**config.mk**
```make
export PLATFORM = sky130hd
export DESIGN_NAME = pipe_stage_reg
export DESIGN_NICKNAME = d
export VERILOG_FILES = /design/src/rtl/pipe_pkg.sv /design/src/rtl/pipe_dff.sv /design/src/rtl/pipe_flush_seq.sv /design/src/rtl/pipe_stage_reg.sv
export SDC_FILE = /design/constraint.sdc
export NUM_CORES = 1
export LEC_CHECK = 0
export CAP_MARGIN = 0
export CELL_PAD_IN_SITES_DETAIL_PLACEMENT = 0
export CELL_PAD_IN_SITES_GLOBAL_PLACEMENT = 1
export CORE_MARGIN = 5
export CORE_UTILIZATION = 31
export CTS_BUF_LIST = sky130_fd_sc_hd__clkbuf_16
export DETAILED_ROUTE_END_ITERATION = 12
export GPL_TIMING_DRIVEN = 0
export PLACE_DENSITY_LB_ADDON = 0.15
export SLEW_MARGIN = 20
export SYNTH_ARGS = -nofsm -noshare
export SYNTH_HDL_FRONTEND = slang
export SYNTH_HIERARCHICAL = 1
export SYNTH_SLANG_ARGS = --single-unit
```
**constraint.sdc**
```tcl
create_clock -name clk -period 1.1 [get_ports clk]
set_input_delay 0.22 -clock clk [delete_from_list [all_inputs] [get_ports clk]]
set_output_delay 0.22 -clock clk [all_outputs]
set_load 0.02 [all_outputs]
```
**src/rtl/pipe_pkg.sv**
```systemverilog
// Shared types and constants for the CPU inter-stage pipeline registers.
package pipe_pkg;

  localparam int FLUSH_PHASE_W   = 3;
  localparam int MAX_FLUSH_DEPTH = 8;

  typedef logic [FLUSH_PHASE_W-1:0] flush_phase_t;

  // Bit positions of the forwarding fields packed into the ctrl word
  localparam int CTRL_FWD_XX_A   = 0;
  localparam int CTRL_FWD_XX_B   = 1;
  localparam int CTRL_FWD_XM_A   = 2;
  localparam int CTRL_FWD_XM_B   = 3;
  localparam int CTRL_XX_SEL_LSB = 4;
  localparam int CTRL_XX_SEL_W   = 2;
  localparam int CTRL_XM_SEL_LSB = 6;
  localparam int CTRL_XM_SEL_W   = 2;

  function automatic flush_phase_t last_flush_phase(input int depth);
    return flush_phase_t'(depth - 1);
  endfunction

endpackage

```
**src/rtl/pipe_dff.sv**
```systemverilog
// Codebase D flip-flop cell with asynchronous active-low reset to zero.
module pipe_dff #(
  parameter int W = 1
) (
  input  logic         clk,
  input  logic         rst_n,
  input  logic [W-1:0] d,
  output logic [W-1:0] q
);

  // State register, cleared asynchronously
  always_ff @(posedge clk or negedge rst_n) begin
    if (!rst_n) begin
      q <= {W{1'b0}};
    end else begin
      q <= d;
    end
  end

endmodule

```
**src/rtl/pipe_flush_seq.sv**
```systemverilog
// Flush sequencer: pending-flush flag, phase counter and flush_active for one pipeline register.
module pipe_flush_seq
  import pipe_pkg::*;
#(
  parameter int FLUSH_DEPTH = 3
) (
  input  logic         clk,
  input  logic         rst_n,
  input  logic         stall,
  input  logic         flush,
  output logic         feff,
  output logic         flush_active,
  output flush_phase_t flush_phase,
  output logic         flush_pend
);

  localparam flush_phase_t LAST_PHASE = last_flush_phase(FLUSH_DEPTH);

  logic         pend_d, pend_q;
  logic         active_d, active_q;
  flush_phase_t phase_d, phase_q;

  assign feff = (flush | pend_q) & ~stall;

  // Next-state: stall captures a flush, effective flush restarts at phase 0
  always_comb begin
    pend_d   = pend_q;
    active_d = active_q;
    phase_d  = phase_q;
    if (stall) begin
      if (flush) begin
        pend_d = 1'b1;
      end else begin
        pend_d = pend_q;
      end
    end else if (feff) begin
      pend_d   = 1'b0;
      active_d = 1'b1;
      phase_d  = {FLUSH_PHASE_W{1'b0}};
    end else if (active_q) begin
      if (phase_q == LAST_PHASE) begin
        active_d = 1'b0;
        phase_d  = {FLUSH_PHASE_W{1'b0}};
      end else begin
        phase_d  = flush_phase_t'(phase_q + 3'd1);
      end
    end else begin
      active_d = 1'b0;
      phase_d  = {FLUSH_PHASE_W{1'b0}};
    end
  end

  pipe_dff #(.W(1)) u_pend_ff (.clk(clk), .rst_n(rst_n), .d(pend_d), .q(pend_q));
  pipe_dff #(.W(1)) u_active_ff (.clk(clk), .rst_n(rst_n), .d(active_d), .q(active_q));
  pipe_dff #(.W(FLUSH_PHASE_W)) u_phase_ff (.clk(clk), .rst_n(rst_n), .d(phase_d), .q(phase_q));

  assign flush_active = active_q;
  assign flush_phase  = phase_q;
  assign flush_pend   = pend_q;

endmodule

```
**src/rtl/pipe_stage_reg.sv**
```systemverilog
// Inter-stage pipeline register with stall-hold, flush-kill and flush sequencing.
// Optional bubble counter output enabled by defining PIPE_BUBBLE_CNT_EN.
module pipe_stage_reg
  import pipe_pkg::*;
#(
  parameter int DATA_W      = 16,
  parameter int CTRL_W      = 8,
  parameter int FLUSH_DEPTH = 3
) (
  input  logic              clk,
  input  logic              rst_n,
  input  logic              stall,
  input  logic              flush,
  input  logic              in_valid,
  input  logic [DATA_W-1:0] in_data,
  input  logic [CTRL_W-1:0] in_ctrl,
  output logic              out_valid,
  output logic [DATA_W-1:0] out_data,
  output logic [CTRL_W-1:0] out_ctrl,
  output logic              flush_active,
  output flush_phase_t      flush_phase,
  output logic              flush_pend
`ifdef PIPE_BUBBLE_CNT_EN
  ,
  output logic [15:0]       bubble_cnt
`endif
);

  logic              feff;
  logic              valid_d, valid_q;
  logic [DATA_W-1:0] data_d, data_q;
  logic [CTRL_W-1:0] ctrl_d, ctrl_q;

  pipe_flush_seq #(.FLUSH_DEPTH(FLUSH_DEPTH)) u_flush_seq (
    .clk          (clk),
    .rst_n        (rst_n),
    .stall        (stall),
    .flush        (flush),
    .feff         (feff),
    .flush_active (flush_active),
    .flush_phase  (flush_phase),
    .flush_pend   (flush_pend)
  );

  // Slot muxes: hold on stall, kill valid/ctrl on flush while the payload still advances
  always_comb begin
    valid_d = valid_q;
    data_d  = data_q;
    ctrl_d  = ctrl_q;
    if (stall) begin
      valid_d = valid_q;
      data_d  = data_q;
      ctrl_d  = ctrl_q;
    end else if (feff) begin
      valid_d = 1'b0;
      data_d  = in_data;
      ctrl_d  = {CTRL_W{1'b0}};
    end else begin
      valid_d = in_valid;
      data_d  = in_data;
      ctrl_d  = in_ctrl;
    end
  end

  pipe_dff #(.W(1)) u_valid_ff (.clk(clk), .rst_n(rst_n), .d(valid_d), .q(valid_q));
  pipe_dff #(.W(DATA_W)) u_data_ff (.clk(clk), .rst_n(rst_n), .d(data_d), .q(data_q));
  pipe_dff #(.W(CTRL_W)) u_ctrl_ff (.clk(clk), .rst_n(rst_n), .d(ctrl_d), .q(ctrl_q));

  assign out_valid = valid_q;
  assign out_data  = data_q;
  assign out_ctrl  = ctrl_q;

`ifdef PIPE_BUBBLE_CNT_EN
  logic [15:0] bubble_d, bubble_q;

  // Saturating count of unstalled cycles presenting an empty slot
  always_comb begin
    bubble_d = bubble_q;
    if (!stall && !valid_q && (bubble_q != 16'hFFFF)) begin
      bubble_d = bubble_q + 16'd1;
    end else begin
      bubble_d = bubble_q;
    end
  end

  pipe_dff #(.W(16)) u_bubble_ff (.clk(clk), .rst_n(rst_n), .d(bubble_d), .q(bubble_q));

  assign bubble_cnt = bubble_q;
`endif

endmodule

```
==> out/metrics.yaml <==
status:
  status: "finished, violations left"
  violations: "hold timing"
global_route:
  grt_use_met3_pct: 5.51
  grt_busiest_layer: "met2"
  grtUsageMet1_pct: 13.7
  gr-usage-met2_pct: 15.6
  first_global_vias: 855
  grt_util_all_layers_pct: 11.1
  grt_overflow_total: 0
  grt_pass1_wl_um: 4390
  grt_antenna_before_repair: 0
  grt_max_degree: 31
setup_path:
  path_class: "reg -> reg"
  reg2reg_slack_ns: 0.03
  end_kind: "register"
  required_ns: 1.25
  startpoint_type: "register"
  worstPathMaxFanout: 2
  r2r-end: "u_flush_seq/u_active_ff/q$_DFF_PN0_"
  r2r-start: "u_flush_seq/u_phase_ff/q[2]$_DFF_PN0_"
  ff2ff_path_depth: 4
  cp_data_arrival_time_ns: 1.22
power:
  leakagePower_nw: 0.911
  power_density_nw_per_um2: 1640
  ir_drop_v: 0.000849
  total_power_mw: 3.11
cells_and_area:
  area_growth_pct: 54.6
  post-route-cell-area_um2: 1890
  stdcell_count: 200
  regArea_um2: 751
  layout_common_cells: "buf_2, dfrtp_1, clkdlybuf4s50_1, mux2_4, a22o_1"
  multi_input_area_um2: 448
  finalNetCount: 181
  layout-drive-gt1-share_pct: 44.7
  fillers: 344
  fin_util_pct: 50.6
  antenna_cells: 0
placed_design:
  hpwl_um: 1970
  routabilityCongestion: 0.769
  place_ws_ns: -0.316
  postPlaceCellArea_um2: 1850
  port_buffers: 57
  dp.cells: 188
detailed_routing:
  dr.first_iter.drc_count: 45
  vias_per_cell: 4.52
  wl_per_cell_um: 14.1
  first_pass_iters: 2
  drc: 0
  num_vias: 903
  antenna_left: 0
  wl_um: 2810
die:
  die_h_um: 72.9
  ios: 59
  start_util_pct: 32.7
  coreArea_um2: 3740
  die_x_um: 72.9
  die-area_um2: 5310
  fp-row-count: 22
yosys:
  synth_xor_area_share_pct: 0
  syn_nets: 112
  synth-simple-area-share_pct: 7.87
  synth-seq-cells: 30
  synth_top_family_by_area: "multiplexers"
  netlist_area_um2: 1220
  synth_compound_area_share_pct: 8.58
  muxShareOfSynthArea_pct: 18.9
  synthAdderAreaFrac_pct: 0
  yosysWarnings: 6
  synthesis.instances: 83
  synth_cell_types: 18
  synth-seq-area-share_pct: 61.3
  synth_area_per_cell_um2: 14.8
timing:
  rsz0062_at_grt: "yes"
  finalSetupViolCount: 0
  timing.hold.ws_ns: -0.0200
  finalCritPeriodShare_pct: 97.5
  timing.fmax_ghz: 0.932
  setup_ws_ns: 0.0275
  worst_slew_pin_slew_ns: 0.652
  maxSlewHeadroom_pct: 56.6
  hold_viol: 30
  fin_skew_ns: 0.00402
  slew_viol_final: 0
  fin_crit_ns: 1.07
  fin_setup_tns_ns: 0
clocking:
  cts_tree: "built"
  h-tree-depth: 2
  cts_root_buffer: "clkbuf_16"
  cts_hold_buffers: 0
  cts_sinks: 30
  clkTransAtPathRegs_ns: 0.05
  cts_buffer_depth: 2
  clkLatencyLatePin_ns: 0.27
  cts_inserted_buffers: 5
min_path:
  hold_path.class: "in -> async"
run:
  drv_cap: 0
-- where the power goes --
group	switching (mW)	internal [mW]	total (mW)
registers	0.0528	1.21	1.26
logic	0.304	0.302	0.606
clock network	0.428	0.812	1.24
total	0.785	2.32	3.11
-- registers in the layout, summed over array words and instances (netlist names) --
name                       count
u_data_ff/q                   16
u_flush_seq/u_phase_ff/q       3
u_flush_seq/u_pend_ff/q        1
u_valid_ff/q                   1
u_ctrl_ff/q                    8
u_flush_seq/u_active_ff/q      1
-- worst max-delay path: stages, from the launching register on --
cell and delay [ns]:
dfrtp_1 0.38, buf_6 0.12, nand2b_4 0.13, o31ai_2 0.23, o21ai_1 0.09
-- metal layers --
layer | vias up | routed length (um)
li1 | 429 | -
met1 | 434 | 1170
met2 | 34 | 1320
met3 | 6 | 274
met4 | 0 | 51
met5 | - | 0
-- cell type report --
cell class | count | share of cell area, %
flip-flops and latches | 30 | 39.6
clock inverters | 2 | 0.528
plain buffers | 4 | 2.18
multi-input cells | 49 | 23.6
well taps | 48 | 3.17
clock buffers | 5 | 6.61
repair buffers | 62 | 24.2
-- kinds of logic (layout without fill, tap and decap cells) --
logic type / Yosys count / count (layout)
AOI/OAI and AO/OA: 14 / 14
and+or+nand+nor: 18 / 18
buffers and inverters: 4 / 73
DFF: 30 / 30
muxes: 17 / 17
-- cell usage after synthesis, drive strengths merged --
cell type	number	area (um2)
nand2b	2	12.5
nand4	1	6.26
nor2b	1	6.26
mux2	16	221
dfrtp	30	751
nand3b	1	7.51
nand2	7	26.3
buf	4	41.3
o211ai	1	7.51
o21ai	4	20.0
mux2i	1	10.0
nor2	6	37.5
o31ai	1	7.51
a22o	8	70.1
-- how the worst max path moves through the flow --
| stage | cells after the start | end | slack (ns) | startpoint |
|---|---|---|---|---|
| global route | 4 | u_flush_seq/u_active_ff/q$_DFF_PN0_ | -0.02 | u_flush_seq/u_phase_ff/q[2]$_DFF_PN0_ |
| CTS | 4 | u_flush_seq/u_active_ff/q$_DFF_PN0_ | 0.007 | u_flush_seq/u_phase_ff/q[2]$_DFF_PN0_ |
| finish | 4 | u_flush_seq/u_active_ff/q$_DFF_PN0_ | 0.03 | u_flush_seq/u_phase_ff/q[2]$_DFF_PN0_ |
| global placement | 1 | u_valid_ff/q$_DFF_PN0_ | -0.74 | rst_n |
| detailed placement | 5 | u_ctrl_ff/q[4]$_DFF_PN0_ | -0.32 | flush |
| floorplan | 4 | u_ctrl_ff/q[0]$_DFF_PN0_ | 0.02 | u_flush_seq/u_pend_ff/q$_DFF_PN0_ |
-- repair_timing --
action / in CTS / in global routing
pin swaps: 0 / 1
hold endpoints to repair: 0 / 0
buffers inserted: 3 / 2
gates resized for setup: 121 / 4
endpoints found under the setup margin: 38 / 2
(Power assumes the default switching activity.)
